### src/rtl/io_controller_pkg.sv
// rtl/io_controller_pkg.sv - shared types and constants for the IN/OUT handshake controller
package io_controller_pkg;

   localparam int IO_DW               = 32;
   localparam int SW_DW               = 16;
   localparam int INSERT_CYCLES_DEF   = 6;
   localparam int DEBOUNCE_CYCLES_DEF = 16;

   typedef enum logic [2:0] {
      IDLE,
      WAIT_IN,
      WAIT_OUT,
      INSERT_IN,
      INSERT_OUT
   } state_t;

endpackage

### src/rtl/io_controller_debounce.sv
// rtl/io_controller_debounce.sv - button synchronizer, debounce filter and press-edge detector
module debounce
   import io_controller_pkg::*;
#(
   parameter int DEBOUNCE_CYCLES = DEBOUNCE_CYCLES_DEF
) (
   input  logic CLK,
   input  logic reset_n,
   input  logic button_raw,
   output logic press
);

   localparam int CW = $clog2(DEBOUNCE_CYCLES + 1);

   logic          r_sync1;
   logic          r_sync2;
   logic          r_level;
   logic          r_level_d;
   logic [CW-1:0] r_cnt;

   // The counter only runs while the synchronized sample disagrees with the accepted level,
   // so any bounce back to the old level restarts the qualification window.
   always_ff @(posedge CLK or negedge reset_n) begin
      if (!reset_n) begin
         r_sync1   <= 1'b0;
         r_sync2   <= 1'b0;
         r_level   <= 1'b0;
         r_level_d <= 1'b0;
         r_cnt     <= '0;
      end else begin
         r_sync1   <= button_raw;
         r_sync2   <= r_sync1;
         r_level_d <= r_level;
         if (r_sync2 == r_level) begin
            r_cnt <= '0;
         end else if (r_cnt == CW'(DEBOUNCE_CYCLES - 1)) begin
            r_level <= r_sync2;
            r_cnt   <= '0;
         end else begin
            r_cnt <= r_cnt + CW'(1);
         end
      end
   end

   assign press = r_level & ~r_level_d;

endmodule

### src/rtl/io_controller.sv
// rtl/io_controller.sv - stalls the PC on IN/OUT until a button press, then releases it
module io_controller
   import io_controller_pkg::*;
#(
   parameter int DEBOUNCE_CYCLES = DEBOUNCE_CYCLES_DEF,
   parameter int INSERT_CYCLES   = INSERT_CYCLES_DEF
) (
   input  logic             CLK,
   input  logic             reset_n,
   input  logic             in_instr,
   input  logic             out_instr,
   input  logic             button_raw,
   input  logic [SW_DW-1:0] switches,
   input  logic [IO_DW-1:0] out_data,
   output logic             input_flag,
   output logic             output_flag,
   output logic             insert,
   output logic [IO_DW-1:0] in_data,
   output logic             in_valid,
   output logic [IO_DW-1:0] display
);

   localparam int ICW = $clog2(INSERT_CYCLES + 1);

   state_t           r_state;
   state_t           w_next;
   logic [ICW-1:0]   r_ins_cnt;
   logic             w_press;
   logic             w_ins_last;
   logic             w_in_insert;
   logic [IO_DW-1:0] r_in_data;
   logic             r_in_valid;
   logic [IO_DW-1:0] r_display;

   debounce #(
      .DEBOUNCE_CYCLES(DEBOUNCE_CYCLES)
   ) u_debounce (
      .CLK       (CLK),
      .reset_n   (reset_n),
      .button_raw(button_raw),
      .press     (w_press)
   );

   assign w_in_insert = (r_state == INSERT_IN) || (r_state == INSERT_OUT);
   assign w_ins_last  = (r_ins_cnt == ICW'(INSERT_CYCLES - 1));

   always_ff @(posedge CLK or negedge reset_n) begin
      if (!reset_n) begin
         r_state <= IDLE;
      end else begin
         r_state <= w_next;
      end
   end

   always_comb begin
      w_next = r_state;
      case (r_state)
         IDLE: begin
            if (in_instr) begin
               w_next = WAIT_IN;
            end else if (out_instr) begin
               w_next = WAIT_OUT;
            end
         end
         WAIT_IN:    if (w_press) w_next = INSERT_IN;
         WAIT_OUT:   if (w_press) w_next = INSERT_OUT;
         INSERT_IN,
         INSERT_OUT: if (w_ins_last) w_next = IDLE;
         default:    w_next = IDLE;
      endcase
   end

   // The IDLE terms are combinational so the PC is stalled on the very cycle the decoder flags IN/OUT.
   always_comb begin
      input_flag  = 1'b0;
      output_flag = 1'b0;
      insert      = 1'b0;
      case (r_state)
         IDLE: begin
            input_flag  = in_instr;
            output_flag = out_instr & ~in_instr;
         end
         WAIT_IN:    input_flag = 1'b1;
         WAIT_OUT:   output_flag = 1'b1;
         INSERT_IN: begin
            input_flag = 1'b1;
            insert     = 1'b1;
         end
         INSERT_OUT: begin
            output_flag = 1'b1;
            insert      = 1'b1;
         end
         default: begin
            input_flag  = 1'b0;
            output_flag = 1'b0;
            insert      = 1'b0;
         end
      endcase
   end

   always_ff @(posedge CLK or negedge reset_n) begin
      if (!reset_n) begin
         r_ins_cnt  <= '0;
         r_in_data  <= '0;
         r_in_valid <= 1'b0;
         r_display  <= '0;
      end else begin
         r_in_valid <= 1'b0;
         if (!w_in_insert) begin
            r_ins_cnt <= '0;
         end else if (!w_ins_last) begin
            r_ins_cnt <= r_ins_cnt + ICW'(1);
         end
         if (r_state == WAIT_IN && w_press) begin
            r_in_data  <= {{(IO_DW - SW_DW){1'b0}}, switches};
            r_in_valid <= 1'b1;
         end
         if (r_state == IDLE && !in_instr && out_instr) begin
            r_display <= out_data;
         end
      end
   end

   assign in_data  = r_in_data;
   assign in_valid = r_in_valid;
   assign display  = r_display;

endmodule

### config.mk
export PLATFORM = sky130hd
export DESIGN_NAME = io_controller
export DESIGN_NICKNAME = d
export VERILOG_FILES = /design/src/rtl/io_controller_pkg.sv /design/src/rtl/io_controller_debounce.sv /design/src/rtl/io_controller.sv
export SDC_FILE = /design/constraint.sdc
export NUM_CORES = 1
export LEC_CHECK = 0
export ABC_CLOCK_PERIOD_IN_PS = 2800
export CORE_MARGIN = 2
export CORE_UTILIZATION = 45
export DETAILED_ROUTE_END_ITERATION = 7
export PLACE_DENSITY = 0.82
export SYNTH_ARGS = -nofsm -noshare
export SYNTH_HDL_FRONTEND = slang
export SYNTH_SLANG_ARGS = --single-unit
### constraint.sdc
create_clock -name CLK -period 2.8 [get_ports CLK]
set_input_delay 0.84 -clock CLK [delete_from_list [all_inputs] [get_ports CLK]]
set_output_delay 0.84 -clock CLK [all_outputs]
set_load 0.005 [all_outputs]
==> impl_metrics.prom, run 1 <==
# TYPE chip_impl_metric gauge
chip_impl_info{name="status",value="finished clean"} 1
chip_impl_metric{name="drv_slew",unit=""} 0
chip_impl_metric{name="achievable-frequency",unit="GHz"} 0.375
chip_impl_metric{name="initial_utilization",unit=""} 0.465
chip_impl_metric{name="core.rowCount",unit=""} 28
chip_impl_metric{name="hold_ws",unit="ns"} 0.352
chip_impl_metric{name="post_synth.cell_area_avg",unit="um2"} 14.6
chip_impl_metric{name="dpl.cell_count",unit=""} 362
chip_impl_metric{name="crit_arrival",unit="ns"} 1.83
chip_impl_info{name="clock_tree.root_cell",value="sky130_fd_sc_hd__clkbuf_8"} 1
chip_impl_metric{name="tns",unit="ns"} 0
chip_impl_metric{name="dp_worst_setup_slack",unit="ns"} -0.149
chip_impl_metric{name="post-route-worst-setup-slack",unit="ns"} 0.135
chip_impl_metric{name="final.setup_skew",unit="ns"} 0.00769
chip_impl_metric{name="cellPowerDensity",unit="mW/mm2"} 529
chip_impl_metric{name="layout-drive-gt1-share",unit=""} 0.252
chip_impl_metric{name="final.min_clock_period",unit="ns"} 2.67
chip_impl_metric{name="synth_seq_cells",unit=""} 64
chip_impl_metric{name="yosysSeqAreaShare",unit=""} 0.585
chip_impl_metric{name="final_min_period_over_clock_period",unit=""} 0.952
chip_impl_metric{name="cts_hold_repair.buffers",unit=""} 0
chip_impl_metric{name="postRouteAntennaNets",unit=""} 0
chip_impl_metric{name="drt_via_density",unit=""} 4.71
chip_impl_metric{name="finalNonFillerCells",unit=""} 377
chip_impl_metric{name="floorplan.die.height",unit="um"} 82.0
chip_impl_info{name="worstSetupPathType",value="in -> out"} 1
chip_impl_metric{name="worstPathMaxFanout",unit=""} 3
chip_impl_metric{name="first_global_vias",unit=""} 1797
chip_impl_metric{name="synthDominantCellAreaShare",unit=""} 0.585
chip_impl_info{name="rsz0062_at_grt",value="false"} 1
chip_impl_metric{name="tritoncts_num_sinks",unit=""} 64
chip_impl_metric{name="avgRoutedWirePerCell",unit="um"} 13.8
chip_impl_metric{name="cts-root-to-sink-buffers",unit=""} 2
chip_impl_metric{name="clk_pin_slew",unit="ns"} 0.07
chip_impl_metric{name="first_pass_grt_wire_length",unit="um"} 7990
chip_impl_metric{name="hold_violations",unit=""} 0
chip_impl_metric{name="synth_cell_type_count",unit=""} 33
chip_impl_metric{name="vias",unit=""} 1774
chip_impl_metric{name="synth_warnings",unit=""} 0
chip_impl_metric{name="antenna_violations_before_repair",unit=""} 0
chip_impl_metric{name="post_dp_cell_area",unit="mm2"} 0.00376
chip_impl_metric{name="chipWidth",unit="um"} 82.0
chip_impl_metric{name="final_core_util",unit=""} 0.672
chip_impl_metric{name="global_route.overflow_total",unit=""} 0
chip_impl_metric{name="fin_area",unit="mm2"} 0.00395
chip_impl_metric{name="drt_wl_total",unit="um"} 5190
chip_impl_metric{name="max-cap-violations",unit=""} 0
chip_impl_metric{name="asyncSetResetFlopFracSynth",unit=""} 1.00
chip_impl_metric{name="buffer_ports.inserted",unit=""} 104
chip_impl_metric{name="max-vdd-ir-drop",unit="mV"} 0.310
chip_impl_metric{name="cts.repair_timing.setup_buffer_count",unit=""} 0
chip_impl_metric{name="gp_congestion",unit=""} 0.715
chip_impl_metric{name="final_setup_fails",unit=""} 0
chip_impl_info{name="critical_path.endpoint_type",value="primary output"} 1
chip_impl_metric{name="detailedPlacementHpwl",unit="um"} 3680
chip_impl_info{name="startpoint_type",value="input pin"} 1
chip_impl_metric{name="fin_total_pwr",unit="mW"} 2.09
chip_impl_metric{name="synthCells",unit=""} 188
chip_impl_info{name="cts_tree",value="built"} 1
chip_impl_metric{name="numCtsBuffers",unit=""} 9
chip_impl_metric{name="drt_drc_violations_left",unit=""} 0
chip_impl_metric{name="cts-htree-levels",unit=""} 3
chip_impl_metric{name="power_leakage",unit="nW"} 1.87
chip_impl_metric{name="die-area",unit="mm2"} 0.00672
chip_impl_metric{name="core_area",unit="mm2"} 0.00589
chip_impl_metric{name="synth-edff-count",unit=""} 0
chip_impl_metric{name="syn2layout_area_growth",unit="%"} 44.4
chip_impl_metric{name="drt_first_pass_iters",unit=""} 4
chip_impl_metric{name="grt_util_all_layers",unit=""} 0.161
chip_impl_metric{name="antenna_cells_inserted",unit=""} 0
chip_impl_metric{name="grt_start_max_net_pins",unit=""} 65
chip_impl_metric{name="worst_skew_pair_latency",unit="ns"} 0.32
chip_impl_info{name="synth_area_leaders",value="sky130_fd_sc_hd__dfrtp_1 (59%), sky130_fd_sc_hd__mux2_2 (16%), sky130_fd_sc_hd__mux2_4 (5.5%)"} 1
chip_impl_metric{name="critical_path_required",unit="ns"} 1.96
chip_impl_metric{name="finish.net_count",unit=""} 354
chip_impl_metric{name="mappedNetlistArea",unit="mm2"} 0.00274
chip_impl_info{name="synth_top_area_cell",value="sky130_fd_sc_hd__dfrtp_1"} 1
chip_impl_metric{name="initial_detailed_routing_violation_count",unit=""} 62
chip_impl_metric{name="top_level_ports",unit=""} 121
chip_impl_info{name="hold_path.class",value="reg -> reg"} 1
chip_impl_info{name="ys_dominant_reg_cell",value="sky130_fd_sc_hd__dfrtp_1"} 1
area by class of cell:
type	instances	area [um2]
clock inverter	4	45.0
fill	435	1930
timing repair buffer	108	1090
sequential	64	1600
multi-input combinational	111	966
tap	75	93.8
clock buffer	11	141
inverter	4	15.0
critical path: stages:
cell                              delay, ns
sky130_fd_sc_hd__clkdlybuf4s50_1       0.43
sky130_fd_sc_hd__nand2b_1              0.15
sky130_fd_sc_hd__a21oi_1               0.14
sky130_fd_sc_hd__dlygate4sd2_1         0.26
sequential cells by signal, indices dropped and copies added (netlist names):
register / count
display: 32
in_data: 16
u_debounce.r_cnt: 5
r_ins_cnt: 3
r_state: 3
in_valid: 1
u_debounce.r_level: 1
u_debounce.r_level_d: 1
u_debounce.r_sync1: 1
u_debounce.r_sync2: 1
cell families after synthesis:
family | synth area share
AO/OA/AOI/OAI | 0.0247
XOR/XNOR | 0.0128
buffers and inverters | 0.0841
flip-flops | 0.585
other | 0.00137
multiplexers | 0.215
AND/OR/NAND/NOR | 0.0631
adder cells (fa/ha/maj) | 0.0137
what timing repair did:
action | CTS | global route
pin swaps | 0 | 0
setup endpoints to repair | 2 | 1
gates resized for setup | 2 | 2
cloned | 0 | 0
metal layers:
layer	global-route usage	vias up	wire [um]
met5	0	-	0
met4	0.0750	0	70
met3	0.0648	8	501
met2	0.257	77	2540
met1	0.189	861	2080
li1	-	828	-
worst paths after layout:
kind / depth (start not counted) / slack (ns) / start / to
worst min register to register: 0 / 0.35 / u_debounce.r_sync1$_DFF_PN0_ / u_debounce.r_sync2$_DFF_PN0_
worst max-delay path: 4 / 0.13 / in_instr / output_flag
worst max register to register: 3 / 1.25 / r_state[1]$_DFFE_PN0P_ / in_data[7]$_DFFE_PN0P_
min in group asynchronous: 2 / 0.52 / reset_n / in_data[11]$_DFFE_PN0P_
worst min-delay path: 0 / 0.35 / u_debounce.r_sync1$_DFF_PN0_ / u_debounce.r_sync2$_DFF_PN0_
max in group asynchronous: 2 / 1.99 / reset_n / r_state[2]$_DFFE_PN0P_
cell usage after synthesis, types with 2 or more instances:
cell and count:
sky130_fd_sc_hd__ha_1 3, sky130_fd_sc_hd__a21oi_1 3, sky130_fd_sc_hd__nand2_1 3, sky130_fd_sc_hd__dfrtp_1 64, sky130_fd_sc_hd__buf_6 6, sky130_fd_sc_hd__nor2_1 12, sky130_fd_sc_hd__xor2_1 3, sky130_fd_sc_hd__buf_4 17
sky130_fd_sc_hd__mux2_4 10, sky130_fd_sc_hd__inv_1 4, sky130_fd_sc_hd__nand3_1 2, sky130_fd_sc_hd__mux2_2 39, sky130_fd_sc_hd__nor2_4 2
placed cells by master (no fill, tap or decap), drive strengths merged, types with 4 or more instances in the layout:
cell,netlist,layout
conb,1,16
nor2,14,14
clkdlybuf4s50,0,101
clkbuf,0,11
dfrtp,64,64
inv,4,4
buf,24,5
mux2,49,49
where the power goes:
group          leakage [nW]  switching [mW]  internal, mW
clock network        0.0989           0.321         0.426
registers             0.867          0.0477         0.986
logic                 0.906           0.103         0.207
Note: power is estimated with default switching activity, not from simulation.
==> inputs of run 2 (changes only) <==
--- a/config.mk
+++ b/config.mk
@@ -5,7 +5,7 @@
 export SDC_FILE = /design/constraint.sdc
 export NUM_CORES = 1
 export LEC_CHECK = 0
-export ABC_CLOCK_PERIOD_IN_PS = 2800
+export ABC_CLOCK_PERIOD_IN_PS = 3440
 export CORE_MARGIN = 2
 export CORE_UTILIZATION = 45
 export DETAILED_ROUTE_END_ITERATION = 7
==> constraint.sdc (replaced) <==
create_clock -name CLK -period 3.44 [get_ports CLK]
set_input_delay 1.032 -clock CLK [delete_from_list [all_inputs] [get_ports CLK]]
set_output_delay 1.032 -clock CLK [all_outputs]
set_load 0.005 [all_outputs]
==> impl_metrics.prom, run 2 (synthesis results as in run 1) <==
# TYPE chip_impl_metric gauge
chip_impl_info{name="critical_path.endpoint_type",value="primary output"} 1
chip_impl_metric{name="detailedPlacementHpwl",unit="um"} 3920
chip_impl_metric{name="worst_skew_pair_latency",unit="ns"} 0.33
chip_impl_info{name="critical_path.startpoint",value="in_instr"} 1
chip_impl_metric{name="drv_slew",unit=""} 0
chip_impl_info{name="final_cell_mix",value="sky130_fd_sc_hd__clkdlybuf4s50_1 (103), sky130_fd_sc_hd__dfrtp_1 (64), sky130_fd_sc_hd__mux2_2 (39)"} 1
chip_impl_info{name="cp-endpoint",value="output_flag"} 1
chip_impl_metric{name="largest_reg_flops",unit=""} 32
chip_impl_metric{name="syn2layout_area_growth",unit="%"} 44.3
chip_impl_metric{name="worstPathMaxFanout",unit=""} 3
chip_impl_metric{name="buffer_ports.inserted",unit=""} 104
chip_impl_metric{name="clk_pin_slew",unit="ns"} 0.06
chip_impl_metric{name="chipWidth",unit="um"} 82.0
chip_impl_metric{name="achievable-frequency",unit="GHz"} 0.300
chip_impl_metric{name="cts.repair_timing.setup_buffer_count",unit=""} 0
chip_impl_metric{name="grt_util_all_layers",unit=""} 0.160
chip_impl_metric{name="avgRoutedWirePerCell",unit="um"} 13.9
chip_impl_metric{name="tns",unit="ns"} 0
chip_impl_metric{name="cts-htree-levels",unit=""} 3
chip_impl_metric{name="final_min_period_over_clock_period",unit=""} 0.970
chip_impl_info{name="hold_path.class",value="reg -> reg"} 1
chip_impl_metric{name="finalNonFillerCells",unit=""} 375
chip_impl_metric{name="vias",unit=""} 1759
chip_impl_metric{name="tritoncts_num_sinks",unit=""} 64
chip_impl_info{name="rsz0062_at_grt",value="false"} 1
chip_impl_metric{name="grt_start_max_net_pins",unit=""} 37
chip_impl_info{name="clock_tree.root_cell",value="sky130_fd_sc_hd__clkbuf_8"} 1
chip_impl_metric{name="hold_violations",unit=""} 0
chip_impl_info{name="mostFrequentLayoutCell",value="sky130_fd_sc_hd__clkdlybuf4s50_1"} 1
chip_impl_info{name="status",value="finished clean"} 1
chip_impl_metric{name="antenna_violations_before_repair",unit=""} 0
chip_impl_info{name="timing.rr.end",value="display[23]$_DFFE_PN0P_"} 1
chip_impl_info{name="worstSetupPathType",value="in -> out"} 1
chip_impl_metric{name="core_area",unit="mm2"} 0.00589
chip_impl_metric{name="cellPowerDensity",unit="mW/mm2"} 454
chip_impl_metric{name="global_route.overflow_total",unit=""} 0
chip_impl_metric{name="final.min_clock_period",unit="ns"} 3.34
chip_impl_metric{name="cts_hold_repair.buffers",unit=""} 0
chip_impl_metric{name="drt_wl_total",unit="um"} 5210
chip_impl_metric{name="numCtsBuffers",unit=""} 9
chip_impl_metric{name="gp_congestion",unit=""} 0.741
chip_impl_metric{name="drt_drc_violations_left",unit=""} 0
chip_impl_metric{name="drt_via_density",unit=""} 4.69
chip_impl_info{name="r2r-start",value="r_state[0]$_DFFE_PN0P_"} 1
chip_impl_metric{name="power_leakage",unit="nW"} 1.86
chip_impl_metric{name="core.rowCount",unit=""} 28
chip_impl_metric{name="antenna_cells_inserted",unit=""} 0
chip_impl_metric{name="max-vdd-ir-drop",unit="mV"} 0.320
chip_impl_metric{name="layout-drive-gt1-share",unit=""} 0.240
chip_impl_metric{name="critical_path_required",unit="ns"} 2.41
chip_impl_metric{name="top_level_ports",unit=""} 121
chip_impl_metric{name="post_cts_resized",unit=""} 0
chip_impl_metric{name="floorplan.die.height",unit="um"} 82.0
chip_impl_metric{name="slew-limit-headroom",unit=""} 0.452
chip_impl_metric{name="postRouteAntennaNets",unit=""} 0
chip_impl_metric{name="cts-root-to-sink-buffers",unit=""} 2
chip_impl_metric{name="post_dp_cell_area",unit="mm2"} 0.00373
chip_impl_metric{name="finish.net_count",unit=""} 351
chip_impl_metric{name="initial_utilization",unit=""} 0.465
chip_impl_metric{name="fillers",unit=""} 442
chip_impl_metric{name="dpl.cell_count",unit=""} 359
chip_impl_info{name="startpoint_type",value="input pin"} 1
chip_impl_metric{name="worst-r2r-setup-slack",unit="ns"} 1.42
chip_impl_metric{name="initial_detailed_routing_violation_count",unit=""} 60
chip_impl_metric{name="r2r_cells",unit=""} 3
chip_impl_metric{name="max-cap-violations",unit=""} 0
chip_impl_metric{name="die-area",unit="mm2"} 0.00672
chip_impl_metric{name="worstMarginPinSlew",unit="ns"} 0.822
chip_impl_info{name="cts_tree",value="built"} 1
chip_impl_metric{name="fin_area",unit="mm2"} 0.00395
chip_impl_metric{name="drt_first_pass_iters",unit=""} 5
chip_impl_metric{name="first_pass_grt_wire_length",unit="um"} 7980
chip_impl_metric{name="crit_arrival",unit="ns"} 2.30
chip_impl_metric{name="final_setup_fails",unit=""} 0
chip_impl_metric{name="final.setup_skew",unit="ns"} 0.0101
chip_impl_metric{name="first_global_vias",unit=""} 1737
[run 2: cell count changes in the layout (fill, tap and decap cells not counted), moves of 2 or more]
cell | before | now
sky130_fd_sc_hd__buf_4 | 2 | 0
sky130_fd_sc_hd__clkdlybuf4s50_1 | 101 | 103
sky130_fd_sc_hd__clkinv_2 | 3 | 1
sky130_fd_sc_hd__clkinvlp_4 | 0 | 2
sky130_fd_sc_hd__dlygate4sd2_1 | 2 | 0
[run 2: area by class of cell]
type                    count  area (um2)  area share
flip-flops and latches     64        1600       0.405
repair buffers            105        1060       0.267
multi-input cells         111         962       0.244
clock buffers              11         141      0.0358
well taps                  75        93.8      0.0238
clock inverters             5        80.1      0.0203
inverters                   4        15.0     0.00380
[run 2: layer usage]
layer | track usage | wire (um) | up-vias
met4 | 0.0800 | 74 | 0
met1 | 0.189 | 2060 | 841
met3 | 0.0582 | 512 | 9
met2 | 0.256 | 2570 | 84
met5 | 0 | 0 | -
li1 | - | - | 825
[run 2: metrics by stage]
step | utilization | power [mW] | hold slack [ns] | worst slack (ns)
global placement | 0.634 | 1.10 | 0.331 | 0.119
global route | 0.671 | 1.89 | 0.372 | 0.0241
finish | 0.671 | 1.79 | 0.350 | 0.103
CTS | 0.671 | 1.82 | 0.354 | 0.0895
detailed placement | 0.634 | 1.11 | 0.339 | 0.0895
floorplan | - | 0.959 | 0.331 | 1.12
[run 2: how the worst min path moves through the flow]
stage / depth (start not counted) / start / slack, ns / to
after floorplan: 0 / u_debounce.r_sync1$_DFF_PN0_ / 0.33 / u_debounce.r_sync2$_DFF_PN0_
after global placement: 0 / u_debounce.r_sync1$_DFF_PN0_ / 0.33 / u_debounce.r_sync2$_DFF_PN0_
after detailed placement: 0 / u_debounce.r_sync1$_DFF_PN0_ / 0.34 / u_debounce.r_sync2$_DFF_PN0_
after CTS: 0 / u_debounce.r_sync1$_DFF_PN0_ / 0.35 / u_debounce.r_sync2$_DFF_PN0_
after global routing: 0 / u_debounce.r_sync1$_DFF_PN0_ / 0.37 / u_debounce.r_sync2$_DFF_PN0_
final: 0 / u_debounce.r_sync1$_DFF_PN0_ / 0.35 / u_debounce.r_sync2$_DFF_PN0_
[run 2: where the power goes]
group | switching, mW | leakage, nW | internal [mW]
clock | 0.273 | 0.106 | 0.427
sequential | 0.0384 | 0.869 | 0.802
combinational | 0.0842 | 0.883 | 0.167
[run 2: critical path, cell delays in order]
cell and delay (ns):
sky130_fd_sc_hd__clkdlybuf4s50_1 0.46, sky130_fd_sc_hd__nand2b_1 0.17, sky130_fd_sc_hd__a21oi_1 0.13, sky130_fd_sc_hd__clkdlybuf4s50_1 0.51
==> inputs of run 3 (changes only) <==
--- a/config.mk
+++ b/config.mk
@@ -10,6 +10,7 @@
 export CORE_UTILIZATION = 45
 export DETAILED_ROUTE_END_ITERATION = 7
 export PLACE_DENSITY = 0.82
+export SLEW_MARGIN = 20
 export SYNTH_ARGS = -nofsm -noshare
 export SYNTH_HDL_FRONTEND = slang
 export SYNTH_SLANG_ARGS = --single-unit
==> results of run 3 <==
The final DEF is identical to that of run 2; final timing and power are the same.
